### config.mk
export PLATFORM = sky130hd
export DESIGN_NAME = pwm_ramp_ctrl
export DESIGN_NICKNAME = d
export VERILOG_FILES = /design/src/rtl/pwm_ctrl_pkg.sv /design/src/rtl/pwm_ramp_step.sv /design/src/rtl/pwm_ramp_ctrl.sv
export SDC_FILE = /design/constraint.sdc
export NUM_CORES = 1
export LEC_CHECK = 0
export ABC_CLOCK_PERIOD_IN_PS = 11300
export CAP_MARGIN = 20
export CORE_AREA = 2 2 111 113
export CTS_BUF_LIST = sky130_fd_sc_hd__clkbuf_4 sky130_fd_sc_hd__clkbuf_8
export DETAILED_ROUTE_END_ITERATION = 12
export DIE_AREA = 0 0 113 115
export DONT_BUFFER_PORTS = 1
export SKIP_CTS_REPAIR_TIMING = 1
export SYNTH_ARGS = -nofsm -noshare
export SYNTH_HDL_FRONTEND = slang
export SYNTH_SLANG_ARGS = --single-unit
### constraint.sdc
create_clock -name clk -period 11.3 [get_ports clk]
set_input_delay 1.13 -clock clk [delete_from_list [all_inputs] [get_ports clk]]
set_output_delay 1.13 -clock clk [all_outputs]
set_load 0.05 [all_outputs]
### src/rtl/pwm_ctrl_pkg.sv
// Shared types and constants for the PWM ramp controller: FSM states,
// reset values and command normalisation helpers.
package pwm_ctrl_pkg;

    typedef enum logic [1:0] {
        IDLE,
        RAMP,
        DONE
    } state_t;

    localparam int unsigned MAX_W  = 32;
    localparam int unsigned MAX_W1 = MAX_W + 1;

    localparam int unsigned DEFAULT_DUTY = 0;

    // All-ones of width w, computed one bit wider so w == MAX_W works too.
    function automatic logic [MAX_W-1:0] default_max(input int unsigned w);
        return MAX_W'((MAX_W1'(1) << w) - MAX_W1'(1));
    endfunction

    function automatic logic [MAX_W-1:0] norm_step(input logic [MAX_W-1:0] s);
        return (s == '0) ? MAX_W'(1) : s;
    endfunction

endpackage

### src/rtl/pwm_ramp_step.sv
// Combinational saturating step: moves current toward target by step
// without overshooting, and flags when target is reached.
module pwm_ramp_step #(
    parameter int unsigned WIDTH = 8
) (
    input  logic [WIDTH-1:0] current,
    input  logic [WIDTH-1:0] target,
    input  logic [WIDTH-1:0] step,
    output logic [WIDTH-1:0] next,
    output logic             reached
);

    logic [WIDTH:0]   sum;
    logic [WIDTH-1:0] gap;

    always_comb begin
        sum  = {1'b0, current} + {1'b0, step};
        gap  = '0;
        next = current;
        if (current < target) begin
            // Extra bit keeps the upward sum from wrapping below target.
            next = (sum >= {1'b0, target}) ? target : sum[WIDTH-1:0];
        end else if (current > target) begin
            gap  = current - target;
            next = (step >= gap) ? target : current - step;
        end else begin
            next = target;
        end
        reached = (next == target);
    end

endmodule

### src/rtl/pwm_ramp_ctrl.sv
// Command-driven duty ramp sequencer for the PWM generator; all duty and
// max_value updates land on period_end boundaries.
module pwm_ramp_ctrl
    import pwm_ctrl_pkg::*;
#(
    parameter int unsigned WIDTH  = 8,
    parameter int unsigned HOLD_W = 8
) (
    input  logic              clk,
    input  logic              rst,
    input  logic              period_end,
    input  logic              cmd_valid,
    output logic              cmd_ready,
    input  logic [WIDTH-1:0]  cmd_target,
    input  logic [WIDTH-1:0]  cmd_step,
    input  logic [HOLD_W-1:0] cmd_hold,
    input  logic [WIDTH-1:0]  cmd_max,
    input  logic              abort,
    output logic [WIDTH-1:0]  duty_out,
    output logic [WIDTH-1:0]  max_out,
    output logic              busy,
    output logic              done
);

    state_t state, state_next;

    logic [WIDTH-1:0]  target_q;
    logic [WIDTH-1:0]  step_q;
    logic [WIDTH-1:0]  max_q;
    logic [HOLD_W-1:0] hold_q;
    logic [HOLD_W-1:0] hold_cnt;
    logic              first_q;
    logic              fin_q;

    logic              accept;
    logic              do_step;
    logic              hold_load;
    logic              hold_dec;
    logic [WIDTH-1:0]  next_duty;
    logic              reached;

    pwm_ramp_step #(
        .WIDTH(WIDTH)
    ) u_step (
        .current (duty_out),
        .target  (target_q),
        .step    (step_q),
        .next    (next_duty),
        .reached (reached)
    );

    always_ff @(posedge clk) begin
        if (rst) begin
            state <= IDLE;
        end else begin
            state <= state_next;
        end
    end

    always_comb begin
        state_next = state;
        accept     = 1'b0;
        do_step    = 1'b0;
        hold_load  = 1'b0;
        hold_dec   = 1'b0;
        cmd_ready  = 1'b0;
        busy       = 1'b0;
        done       = 1'b0;
        unique case (state)
            IDLE: begin
                cmd_ready = !abort;
                if (cmd_valid && !abort) begin
                    accept     = 1'b1;
                    state_next = RAMP;
                end
            end
            RAMP: begin
                busy = 1'b1;
                // fin_q holds RAMP one extra cycle so done trails the final duty.
                if (abort) begin
                    state_next = IDLE;
                end else if (fin_q) begin
                    state_next = DONE;
                end else if (period_end) begin
                    if (first_q || hold_cnt == '0) begin
                        do_step   = 1'b1;
                        hold_load = !reached;
                    end else begin
                        hold_dec = 1'b1;
                    end
                end
            end
            DONE: begin
                done       = 1'b1;
                state_next = IDLE;
            end
            default: state_next = IDLE;
        endcase
    end

    always_ff @(posedge clk) begin
        if (rst) begin
            duty_out <= WIDTH'(DEFAULT_DUTY);
            max_out  <= WIDTH'(default_max(WIDTH));
            target_q <= '0;
            step_q   <= '0;
            max_q    <= '0;
            hold_q   <= '0;
            hold_cnt <= '0;
            first_q  <= 1'b0;
            fin_q    <= 1'b0;
        end else begin
            if (accept) begin
                target_q <= (cmd_target < cmd_max) ? cmd_target : cmd_max;
                step_q   <= WIDTH'(norm_step(MAX_W'(cmd_step)));
                hold_q   <= cmd_hold;
                max_q    <= cmd_max;
                hold_cnt <= '0;
                first_q  <= 1'b1;
                fin_q    <= 1'b0;
            end
            if (do_step) begin
                duty_out <= next_duty;
                first_q  <= 1'b0;
                fin_q    <= reached;
                if (first_q) begin
                    max_out <= max_q;
                end
            end
            if (hold_load) begin
                hold_cnt <= hold_q;
            end else if (hold_dec) begin
                hold_cnt <= hold_cnt - HOLD_W'(1);
            end
        end
    end

endmodule
# Word level (Yosys, flattened, before mapping)
# Index checks and enable logic that the tools add are counted.
dict set report totals {
  reg_bits 60
  in_bits 37
  out_inout_bits 19
}
dict set report classes {
  add_sub_neg 4
  order_cmp 5
  n_eq_ne 5
  n_mux 35
  reduce_logical 12
}
# operator count
set ops {}
lappend ops {{two-way mux 8 bit} 9}
lappend ops {{two-way mux 1 bit} 22}
lappend ops {{zero test 8 bit} 2}
lappend ops {{< comparator 8 bit} 2}
lappend ops {{subtractor 8 bit} 2}
lappend ops {{adder 8 x 8 -> 9 bit} 1}
lappend ops {{>= comparator 9 x 8 -> 1 bit} 1}
lappend ops {{equality test 8 bit} 1}
lappend ops {{>= comparator 8 bit} 1}
lappend ops {{> comparator 8 bit} 1}
lappend ops {{subtractor 8 x 1 -> 8 bit, second input constant} 1}
lappend ops {{two-way mux 2 bit} 3}
lappend ops {{case mux 2 bit (2 select lines)} 1}
lappend ops {{AND reduction 2 bit} 2}
lappend ops {{!= test 3 bit, second input constant} 1}
lappend ops {{nonzero test 3 bit} 1}
lappend ops {{equality test 2 x 1 -> 1 bit, second input constant} 1}
lappend ops {{equality test 2 bit, second input constant} 1}
lappend ops {{zero test 1 bit} 2}
lappend ops {{zero test 2 bit} 1}
lappend ops {{!= test 2 bit, second input constant} 1}
lappend ops {{nonzero test 2 bit} 1}
lappend ops {{OR reduction 2 bit} 1}
lappend ops {{logical AND 1 bit} 1}
lappend ops {{logical OR 1 bit} 1}

# Logic depth before layout (Yosys ltp)
# Gate-level depths: netlist of run 1.
dict set report logic_depth {
  word_depth 13
  mapped_depth 18
  mapped_depth_nobuf 18
}

# Cells and area by module
# From an unflattened synthesis of run 1, not the netlist that was laid out.
dict set report hier_totals {
  hier_cells 552
  area_unflattened_um2 4428.0
}
# module instances cells_per_inst area_each_um2 seq_area_each_um2
set modules_own_cells {}
lappend modules_own_cells {pwm_ramp_ctrl 1 319 2681.3 1201.2}
lappend modules_own_cells {pwm_ramp_step 1 233 1746.7 0.0}

# Worst setup path before layout of run 1
# Ideal clock, no wire load.
dict set report synth_path {
  path_kind {reg-to-reg}
  from {register duty_out[1]}
  to {register hold_cnt[4]}
  setup_ns 0.121
  t_arrival_ns 4.143
  required_time_ns 11.179
  slack_ns 7.035
  stages_incl_launch_ff 16
  synth_period_minus_slack_ns 4.265
  cell_sequence {dfxtp_1 > ha_1 > nand2b_1 > a221o_1 > a211oi_1 > o21a_1 > nor2_1 > ha_1 > nand4_1 > nor2_1 > a2111oi_2 > nand3_2 > o31ai_2 > a22oi_4 > a21oi_4 > mux2_4}
}
dict set report synth_via {
  elab_chain_len 13
  word_cells_on_any_way 20
}
# item line
set synth_rtl {}
lappend synth_rtl {{start, declared} pwm_ramp_ctrl.sv:19} ;# output logic [WIDTH-1:0] duty_out,
lappend synth_rtl {{start signal, assigned} pwm_ramp_ctrl.sv:103} ;# duty_out <= WIDTH'(DEFAULT_DUTY);
lappend synth_rtl {{start signal, assigned} pwm_ramp_ctrl.sv:123} ;# duty_out <= next_duty;
lappend synth_rtl {{subtractor 8 bit} pwm_ramp_step.sv:24} ;# gap = current - target;
lappend synth_rtl {{>= comparator 8 bit} pwm_ramp_step.sv:25} ;# next = (step >= gap) ? target : current - step;
lappend synth_rtl {{two-way mux 8 bit} pwm_ramp_step.sv:25}
lappend synth_rtl {{two-way mux 8 bit} pwm_ramp_step.sv:23} ;# end else if (current > target) begin
lappend synth_rtl {{two-way mux 8 bit (*)} pwm_ramp_step.sv:20} ;# if (current < target) begin
lappend synth_rtl {{equality test 8 bit (*)} pwm_ramp_step.sv:29} ;# reached = (next == target);
lappend synth_rtl {{zero test 1 bit (*)} pwm_ramp_ctrl.sv:87} ;# hold_load = !reached;
lappend synth_rtl {{two-way mux 1 bit (*)} pwm_ramp_ctrl.sv:85} ;# if (first_q || hold_cnt == '0) begin
lappend synth_rtl {{two-way mux 1 bit (*)} pwm_ramp_ctrl.sv:84} ;# end else if (period_end) begin
lappend synth_rtl {{two-way mux 1 bit (*)} pwm_ramp_ctrl.sv:82} ;# end else if (fin_q) begin
lappend synth_rtl {{two-way mux 1 bit (*)} pwm_ramp_ctrl.sv:80} ;# if (abort) begin
lappend synth_rtl {{two-way mux 1 bit (*)} pwm_ramp_ctrl.sv:69} ;# unique case (state)
lappend synth_rtl {{nonzero test 3 bit (no source line) / two-way mux 8 bit (equally long branches)} n/a}
lappend synth_rtl {{end signal, assigned} pwm_ramp_ctrl.sv:131} ;# hold_cnt <= hold_q;
lappend synth_rtl {{end signal, assigned} pwm_ramp_ctrl.sv:133} ;# hold_cnt <= hold_cnt - HOLD_W'(1);
lappend synth_rtl {{end, declared} pwm_ramp_ctrl.sv:31} ;# logic [HOLD_W-1:0] hold_cnt;
# Mark *: on every way between the ends. The rest lies on a longest branch, timed or not.
# A chain may end at the register's enable or synchronous reset.

# Final worst setup path of run 1
# Ends and elaborated chain as after synthesis.

==> results of run 1 <==
## per-layer routing
layer	wire (µm)	vias to the layer above	GRT usage, %	part of all wire [%]
met3	839	11	5.32	7.2
li1	-	1985	-	-
met4	148	0	6.75	1.3
met2	5270	107	28.9	45
met1	5420	1914	25.0	46
met5	0	-	0	0
## kinds of logic after synthesis
family,synth area share [%]
AOI/OAI and AO/OA,23.2
xor gates and xnor gates,5.84
adders and majority gates,14.3
buffers and inverters,6.38
DFF,26.1
muxes,4.24
and+or+nand+nor,19.9
## synthesized netlist by cell type (4+ instances only)
library cell,count,area share [%]
a211o_1,13,2.5
nand2_1,66,5.4
clkbuf_1,16,1.3
a21oi_1,56,6.1
nand3_1,7,0.76
a21o_1,7,1.1
inv_1,43,3.5
xor2_1,9,1.7
dfxtp_1,60,26
o211ai_1,7,1.1
o21ai_0,12,1.3
ha_1,48,13
a311o_1,4,0.87
nor2b_1,10,1.4
o21a_1,4,0.65
nor2_1,44,3.6
nor3_1,14,1.5
nor4_1,5,0.68
a211oi_1,12,2.0
mux2i_1,18,3.9
nand4_1,8,1.1
xnor2_1,18,3.4
nand2b_1,16,2.2
## layout make-up
type | count | area [µm²] | area share [%]
Clock buffer | 11 | 145 | 2.97
Clock inverter | 5 | 61.3 | 1.25
Inverter | 44 | 165 | 3.37
Multi-Input combinational cell | 439 | 3120 | 63.7
Sequential cell | 60 | 1200 | 24.5
Tap cell | 147 | 184 | 3.76
Timing Repair Buffer | 3 | 22.5 | 0.460
## per-stage QoR
| stage | hold slack, ps | instance area (µm²) | power (mW) | util (%) | instances |
|---|---|---|---|---|---|
| finish | 449 | 4890 | 0.621 | 41.4 | 709 |
| global route | 468 | 4890 | 0.659 | 41.4 | 709 |
| CTS | 454 | 4890 | 0.625 | 41.4 | 709 |
| detailed placement | 443 | 4690 | 0.422 | 39.7 | 693 |
| global placement | 437 | 4690 | 0.417 | 39.7 | 693 |
| floorplan | 432 | 4610 | 0.387 | - | 567 |
## power by group through the flow
stage | combinational, mW | clock, mW | sequential, mW
6_report | 0.188 | 0.201 | 0.232
4_1_cts | 0.186 | 0.207 | 0.232
2_1_floorplan | 0.154 | 0 | 0.233
5_1_grt | 0.209 | 0.216 | 0.233
3_3_place_gp | 0.180 | 0 | 0.237
3_5_place_dp | 0.185 | 0 | 0.237
## layout by cell type, fill, tap and decap left out, drive strengths merged, types with 2 or more instances in the layout
cell	count
clkbuf	11
buf	3
inv	44
a2111oi	2
a21boi	3
mux2i	18
a31oi	3
ha	48
nor3	14
xnor2	18
or2	3
a21o	8
dfxtp	60
fa	3
o211ai	7
nor2	44
o21bai	2
or4	3
o32a	2
a311o	4
o31ai	4
clkinvlp	3
o2111ai	2
xor2	11
a22oi	2
nand3	8
o21a	4
a211o	13
o21ai	15
nand4	8
and2	4
nor2b	10
nand2b	16
a211oi	13
nor4	5
a21oi	58
nand2	66
## flip-flops by register name, indices dropped and copies added, names as in the netlist
| signal | flops |
|---|---|
| max_q | 8 |
| hold_q | 8 |
| duty_out | 8 |
| max_out | 8 |
| step_q | 8 |
| fin_q | 1 |
| state | 2 |
| hold_cnt | 8 |
| target_q | 8 |
| first_q | 1 |
## how the worst max path moves through the flow
stage	startpoint	to	slack, ps	depth (start not counted)
2_1_floorplan	duty_out[1]	hold_cnt[4]	7040	15
3_3_place_gp	duty_out[1]	hold_cnt[4]	6630	15
3_5_place_dp	duty_out[1]	hold_cnt[4]	6500	15
4_1_cts	duty_out[1]	hold_cnt[4]	6480	15
5_1_grt	duty_out[1]	hold_cnt[4]	6160	15
6_report	duty_out[1]	hold_cnt[4]	6470	15
## worst reg2reg max path, cell delays in order (launching register included)
cell	delay, ps
dfxtp_1	900
ha_1	370
nand2b_1	180
a221o_1	320
a211oi_1	470
o21a_1	200
nor2_1	60
ha_1	290
nand4_1	100
nor2_1	50
a2111oi_2	310
nand3_2	250
o31ai_2	350
a22oi_4	140
a21oi_4	380
mux2_4	340
==> impl_metrics.py, run 1 <==
metrics = {
    "logic_synthesis": {
        "ys_ff_latch": 60,
        "yosys_warnings": 0,
        "ys_types": 74,
        "syn_nets": 655,
        "synthCells": 567,
        "seq_area_frac_synth_pct": 26.1,
        "syn_area_per_cell_um2": 8.12,
        "mappedNetlistArea_um2": 4610,
        "synth-edff-count": 0,
        "synthArstFlopShare_pct": 0,
        "synthFlopType": "dfxtp_1",
    },
    "worst_setup_path": {
        "worstPathRequired_ps": 11540,
        "cpLargestDelayFamily": "compound AO/OA/AOI/OAI gates",
        "cp_data_arrival_time_ps": 5060,
        "critical-path-slowest-cell": "dfxtp_1",
        "reg2reg_depth": 15,
        "crit_buf_inv": 0,
        "cp-end-kind": "flop",
        "startpoint_type": "flop",
        "r2r-start": "duty_out[1]",
        "critPathMaxStageDelay_ps": 900,
        "cp_cell_sequence": "ha_1 -> nand2b_1 -> a221o_1 -> a211oi_1 -> o21a_1 -> nor2_1 -> ha_1 -> nand4_1 -> nor2_1 -> a2111oi_2 -> nand3_2 -> o31ai_2 -> a22oi_4 -> a21oi_4 -> mux2_4",
        "worstReg2RegEnd": "hold_cnt[4]",
        "cp_max_fo": 8,
        "worst-setup-path-type": "reg -> reg",
        "worst-r2r-setup-slack_ps": 6470,
    },
    "route": {
        "vias_per_cell": 5.67,
        "drc": 1,
        "drt_iter0_drc": 278,
        "wirelength_mm": 11.7,
        "wl_per_cell_um": 16.5,
        "first_pass_iters": 8,
        "detail-route-antenna-nets": 0,
        "vias": 4017,
    },
    "layout": {
        "diodes": 0,
        "syn_to_final_growth_pct": 6.28,
        "layout-drive-gt1-share_pct": 7.83,
        "fillCellCount": 1236,
        "num-nets-final": 645,
    },
    "clock_tree": {
        "clk_pin_slew_ps": 80,
        "htree_num_levels": 3,
        "clock-sinks": 60,
        "root_buffer": "clkbuf_8",
        "clk-insertion-delay-late_ps": 350,
        "cts_buffer_depth": 2,
        "cts_tree": "done",
        "cts_buffers": 9,
    },
    "timing": {
        "fin_worst_skew_ps": 15.0,
        "fin_crit_sh_pct": 42.7,
        "period_needed_ps": 4830,
        "setup_ws_ps": 6470,
        "finalSetupTns_ps": 0,
        "tightest_slew_ps": 964,
        "slew_viol_final": 0,
        "slew_headroom_pct": 35.6,
        "fmax_mhz": 207,
        "finalSetupViolCount": 0,
        "rsz0062_at_grt": "false",
        "hold_violations": 0,
    },
    "global_routing": {
        "grt_overflow_total": 0,
        "grt_max_degree": 69,
        "grt_pass1_vias": 3978,
        "grtUsageTotal_pct": 18.7,
        "antenna_found_initial": 0,
        "grt_pass1_wl_mm": 19.4,
    },
    "min_path": {
        "min_path_cells": 2,
        "worst_hold_startpoint": "hold_q[5]",
        "whs_endpoint": "hold_q[5]",
        "hp-class": "reg -> reg",
    },
    "die": {
        "initial_core_util_pct": 39.0,
        "rows": 40,
        "die_area_um2": 13000,
        "dieWidth_um": 113,
        "coreArea_um2": 11800,
        "die_h_um": 115,
        "ioPinCount": 56,
    },
    "place": {
        "dpl.hpwl_mm": 8.89,
        "gp_congestion": 0.897,
        "numPortBuffers": 0,
        "post-place-ws_ps": 6500,
    },
    "power": {
        "irDropWorstVdd_mv": 0.0653,
        "clockPowerShare_pct": 32.4,
        "switching_share_pct": 34.2,
        "p_per_area_nw_per_um2": 127,
        "power.net_switching_mw": 0.213,
        "p_leak_nw": 1.89,
        "power_frac_comb_pct": 30.2,
        "seqPwrFrac_pct": 37.4,
        "p_int_mw": 0.408,
    },
    "run_status": {
        "status": "finished with violations",
        "violations": "design-rule violations",
    },
    "job": {
        "cap_violations": 0,
    },
}
Note: power is estimated with default switching activity, not from simulation.
==> run 2: changes to the inputs <==
--- a/config.mk
+++ b/config.mk
@@ -5,7 +5,7 @@
 export SDC_FILE = /design/constraint.sdc
 export NUM_CORES = 1
 export LEC_CHECK = 0
-export ABC_CLOCK_PERIOD_IN_PS = 11300
+export ABC_CLOCK_PERIOD_IN_PS = 4500
 export CAP_MARGIN = 20
 export CORE_AREA = 2 2 111 113
 export CTS_BUF_LIST = sky130_fd_sc_hd__clkbuf_4 sky130_fd_sc_hd__clkbuf_8
==> constraint.sdc (replaced) <==
create_clock -name clk -period 4.5 [get_ports clk]
set_input_delay 0.45 -clock clk [delete_from_list [all_inputs] [get_ports clk]]
set_output_delay 0.45 -clock clk [all_outputs]
set_load 0.05 [all_outputs]
==> impl_metrics.py, run 2 (synthesis results as in run 1) <==
metrics = {
    "layout": {
        "mostFrequentLayoutCells": "nand2_1, dfxtp_1, a21oi_1, ha_1, nor2_1",
        "syn_to_final_growth_pct": 9.37,
        "fin_util_pct": 42.6,
        "diodes": 0,
        "fillCellCount": 1209,
        "layout-drive-gt1-share_pct": 10.9,
        "num-nets-final": 662,
        "layout_commonest_cell": "nand2_1",
    },
    "global_routing": {
        "antenna_found_initial": 0,
        "top_usage_layer": "met2",
        "grt_pass1_vias": 3967,
        "use_met1_pct": 24.4,
        "gr-usage-met3_pct": 4.64,
        "grt_overflow_total": 0,
        "grt_pass1_wl_mm": 19.7,
        "grtUsageTotal_pct": 18.9,
        "gr-usage-met2_pct": 31.5,
        "grt_max_degree": 69,
    },
    "clock_tree": {
        "cts_buffer_depth": 2,
        "root_buffer": "clkbuf_8",
        "cts_buffers": 9,
        "clk-insertion-delay-late_ps": 350,
        "clock-sinks": 60,
        "cts_tree": "done",
        "clk_pin_slew_ps": 80,
        "htree_num_levels": 3,
    },
    "worst_setup_path": {
        "cp_max_fo": 9,
        "crit_buf_inv": 2,
        "cp_data_arrival_time_ps": 4500,
        "critPathMostFrequentCell": "ha_1",
        "critical-path-slowest-cell": "dfxtp_1",
        "critPathMaxStageDelay_ps": 430,
        "startpoint_type": "flop",
        "cp_cell_sequence": "inv_1 -> ha_1 -> nand2b_1 -> a211oi_2 -> or2_1 -> a21oi_1 -> xor2_1 -> ha_1 -> a211oi_1 -> o211ai_1 -> o221ai_1 -> nand3_2 -> o31ai_4 -> a22oi_4 -> a21oi_4 -> buf_4 -> mux2i_1",
        "cpLargestDelayFamily": "compound AO/OA/AOI/OAI gates",
        "cp-end-kind": "flop",
        "worstPathRequired_ps": 4770,
        "worst-setup-path-type": "reg -> reg",
    },
    "route": {
        "vias_per_cell": 5.55,
        "drc": 1,
        "drt_iter0_drc": 180,
        "detail-route-antenna-nets": 0,
        "wl_per_cell_um": 16.7,
        "wirelength_mm": 12.1,
        "vias": 4031,
        "first_pass_iters": 8,
    },
    "timing": {
        "finalSetupTns_ps": 0,
        "fin_worst_skew_ps": 11.1,
        "fin_crit_sh_pct": 93.9,
        "tightest_slew_ps": 959,
        "period_needed_ps": 4220,
        "hold_violations": 0,
        "slew_headroom_pct": 35.9,
        "slew_viol_final": 0,
        "fmax_mhz": 237,
        "rsz0062_at_grt": "false",
        "finalSetupViolCount": 0,
    },
    "die": {
        "die_area_um2": 13000,
        "rows": 40,
        "dieWidth_um": 113,
        "initial_core_util_pct": 39.0,
        "ioPinCount": 56,
        "die_h_um": 115,
        "coreArea_um2": 11800,
    },
    "power": {
        "irDropWorstVdd_mv": 0.200,
        "p_leak_nw": 1.98,
        "p_per_area_nw_per_um2": 314,
    },
    "min_path": {
        "hp-class": "in -> reg",
    },
    "run_status": {
        "violations": "design-rule violations",
        "status": "finished with violations",
    },
    "place": {
        "numPortBuffers": 0,
        "gp_congestion": 0.929,
        "dpl.hpwl_mm": 9.40,
    },
    "job": {
        "cap_violations": 0,
    },
}
## run 2: routing by layer
metal  up-vias  part of all wire [%]  wire [µm]
li1       2024                     -          -
met1      1891                    46       5640
met2       101                    46       5620
met3        15                   5.7        692
met4         0                   1.5        180
met5         -                     0          0
## run 2: layout make-up
cell class,instances,area [µm²],share of cell area [%]
clock inverter,6,63.8,1.27
sequential,60,1200,23.9
clock buffer,10,131,2.61
timing repair buffer,20,150,2.98
multi-input combinational,439,3140,62.3
inverter,44,165,3.28
tap,147,184,3.65
## run 2: through the flow
stage	hold WS (ps)	instance area (µm²)	setup slack, ps	instances	total power, mW
2_1_floorplan	432	4610	235	567	0.972
6_report	167	5040	277	726	1.58
3_5_place_dp	444	4820	219	710	1.08
5_1_grt	146	5040	19.1	726	1.67
4_1_cts	149	5010	194	726	1.58
3_3_place_gp	437	4820	391	710	1.07
## run 2: path summary, 6_finish.rpt
check,startpoint,end,slack [ps],cells past startpoint
worst max-delay path,step_q[2],hold_cnt[2],280,17
worst min-delay path,rst,hold_q[6],170,1
worst max register to register,step_q[2],hold_cnt[2],280,17
worst min register to register,max_q[5],max_q[5],450,2
## run 2: power breakdown
| part | switching (mW) | internal (mW) | total [mW] | leakage (nW) |
|---|---|---|---|---|
| sequential | 0.0236 | 0.550 | 0.574 | 0.489 |
| combinational | 0.299 | 0.217 | 0.516 | 1.39 |
| clock | 0.233 | 0.262 | 0.494 | 0.0961 |
| total | 0.555 | 1.03 | 1.58 | 1.98 |
## run 2: worst register-to-register path: stages, from the launching register on
cell	delay [ps]
dfxtp_1	430
inv_1	70
ha_1	390
nand2b_1	220
a211oi_2	310
or2_1	180
a21oi_1	80
xor2_1	220
ha_1	310
a211oi_1	230
o211ai_1	120
o221ai_1	220
nand3_2	250
o31ai_4	340
a22oi_4	130
a21oi_4	280
buf_4	200
mux2i_1	180
==> run 3: changes to the inputs <==
==> constraint.sdc (replaced) <==
create_clock -name clk -period 4.5 [get_ports clk]
set_input_delay 0.9 -clock clk [delete_from_list [all_inputs] [get_ports clk]]
set_output_delay 0.9 -clock clk [all_outputs]
set_load 0.05 [all_outputs]
==> impl_metrics.py, run 3 (synthesis results as in run 1) <==
metrics = {
    "worst_setup_path": {
        "cp-end-kind": "flop",
        "cp_cell_sequence": "inv_1 -> ha_1 -> a21o_1 -> a21o_1 -> a21oi_1 -> o21bai_1 -> a21o_1 -> a21oi_1 -> xor2_1 -> ha_1 -> o21ai_0 -> o311ai_0 -> a21o_2 -> o32ai_2 -> a22oi_4 -> a21oi_4 -> buf_4 -> mux2i_1",
        "cpLargestDelayFamily": "compound AO/OA/AOI/OAI gates",
        "crit_buf_inv": 2,
        "critical-path-slowest-cell": "dfxtp_1",
        "critPathMostFrequentCell": "a21o_1",
        "cp_max_fo": 7,
        "worst-setup-path-type": "reg -> reg",
        "critPathMaxStageDelay_ps": 450,
        "cp_data_arrival_time_ps": 4470,
        "startpoint_type": "flop",
        "worstPathRequired_ps": 4770,
    },
    "die": {
        "initial_core_util_pct": 39.0,
        "ioPinCount": 56,
        "dieWidth_um": 113,
        "coreArea_um2": 11800,
        "rows": 40,
        "die_area_um2": 13000,
        "die_h_um": 115,
    },
    "timing": {
        "tightest_slew_ps": 945,
        "slew_headroom_pct": 36.9,
        "finalSetupTns_ps": 0,
        "slew_viol_final": 0,
        "setup_ws_ps": 300,
        "period_needed_ps": 4200,
        "hold_violations": 0,
        "fin_worst_skew_ps": 9.18,
        "rsz0062_at_grt": "false",
        "fin_crit_sh_pct": 93.3,
        "finalSetupViolCount": 0,
        "fmax_mhz": 238,
    },
    "power": {
        "p_per_area_nw_per_um2": 321,
        "irDropWorstVdd_mv": 0.230,
        "p_leak_nw": 1.98,
    },
    "layout": {
        "fillCellCount": 1204,
        "num-nets-final": 663,
        "layout_commonest_cell": "nand2_1",
        "mostFrequentLayoutCells": "nand2_1, dfxtp_1, a21oi_1, ha_1, nor2_1",
        "layout-drive-gt1-share_pct": 11.1,
        "syn_to_final_growth_pct": 9.54,
        "regArea_um2": 1200,
        "multi_input_area_um2": 3120,
        "fin_util_pct": 42.7,
        "diodes": 0,
    },
    "place": {
        "post-place-ws_ps": 238,
        "numPortBuffers": 0,
        "gp_congestion": 0.918,
        "dpl.hpwl_mm": 9.32,
    },
    "global_routing": {
        "antenna_found_initial": 0,
        "grt_pass1_vias": 3983,
        "grt_pass1_wl_mm": 19.6,
        "grt_overflow_total": 0,
        "grtUsageTotal_pct": 18.9,
        "grt_max_degree": 69,
    },
    "job": {
        "cap_violations": 0,
    },
    "route": {
        "vias": 4020,
        "first_pass_iters": 8,
        "wirelength_mm": 12.0,
        "vias_per_cell": 5.54,
        "drc": 1,
        "detail-route-antenna-nets": 0,
        "drt_iter0_drc": 180,
        "wl_per_cell_um": 16.5,
    },
    "clock_tree": {
        "clk_pin_slew_ps": 70,
        "htree_num_levels": 3,
        "cts_tree": "done",
        "clock-sinks": 60,
        "clk-insertion-delay-late_ps": 350,
        "cts_buffer_depth": 2,
        "cts_buffers": 9,
        "root_buffer": "clkbuf_8",
    },
    "min_path": {
        "hp-class": "reg -> reg",
    },
    "run_status": {
        "violations": "design-rule violations",
        "status": "finished with violations",
    },
}
run 3: through the flow:
stage          cell area [µm²]  total power, mW  std cells  hold WS (ps)
2_1_floorplan             4610            0.972        567           432
3_3_place_gp              4820             1.07        711           438
3_5_place_dp              4820             1.08        711           440
4_1_cts                   5040             1.62        726           453
5_1_grt                   5040             1.70        726           477
6_report                  5040             1.62        726           451
run 3: per-layer routing:
metal | track usage, % | vias up | share of wire, %
met5 | 0 | - | 0
met4 | 7.56 | 0 | 2.2
met3 | 3.58 | 23 | 6.3
met2 | 31.0 | 121 | 45
met1 | 24.6 | 1852 | 46
li1 | - | 2024 | -
run 3: worst paths after layout:
path / start / endpoint / slack, ps / depth (start not counted)
worst min-delay path: hold_q[4] / hold_q[4] / 450 / 2
worst min register to register: hold_q[4] / hold_q[4] / 450 / 2
worst max-delay path: target_q[1] / hold_cnt[7] / 300 / 18
worst max register to register: target_q[1] / hold_cnt[7] / 300 / 18
run 3: worst reg2reg max path, stage by stage (launching register included):
cell and delay, ps:
dfxtp_1 450, inv_1 170, ha_1 340, a21o_1 170, a21o_1 210, a21oi_1 210
o21bai_1 130, a21o_1 200, a21oi_1 180, xor2_1 190, ha_1 260, o21ai_0 90
o311ai_0 190, a21o_2 310, o32ai_2 220, a22oi_4 110, a21oi_4 290, buf_4 200
mux2i_1 190
run 3: final cells by class:
type | instances | share of cell area (%)
multi-input cells | 439 | 61.9
flip-flops and latches | 60 | 23.8
well taps | 147 | 3.65
inverters | 44 | 3.27
repair buffers | 21 | 3.12
clock buffers | 9 | 2.46
clock inverters | 6 | 1.76
run 3: power by group:
group	total [mW]	switching [mW]	internal, mW
logic	0.506	0.296	0.211
clock network	0.539	0.230	0.309
registers	0.574	0.0234	0.550
total	1.62	0.549	1.07
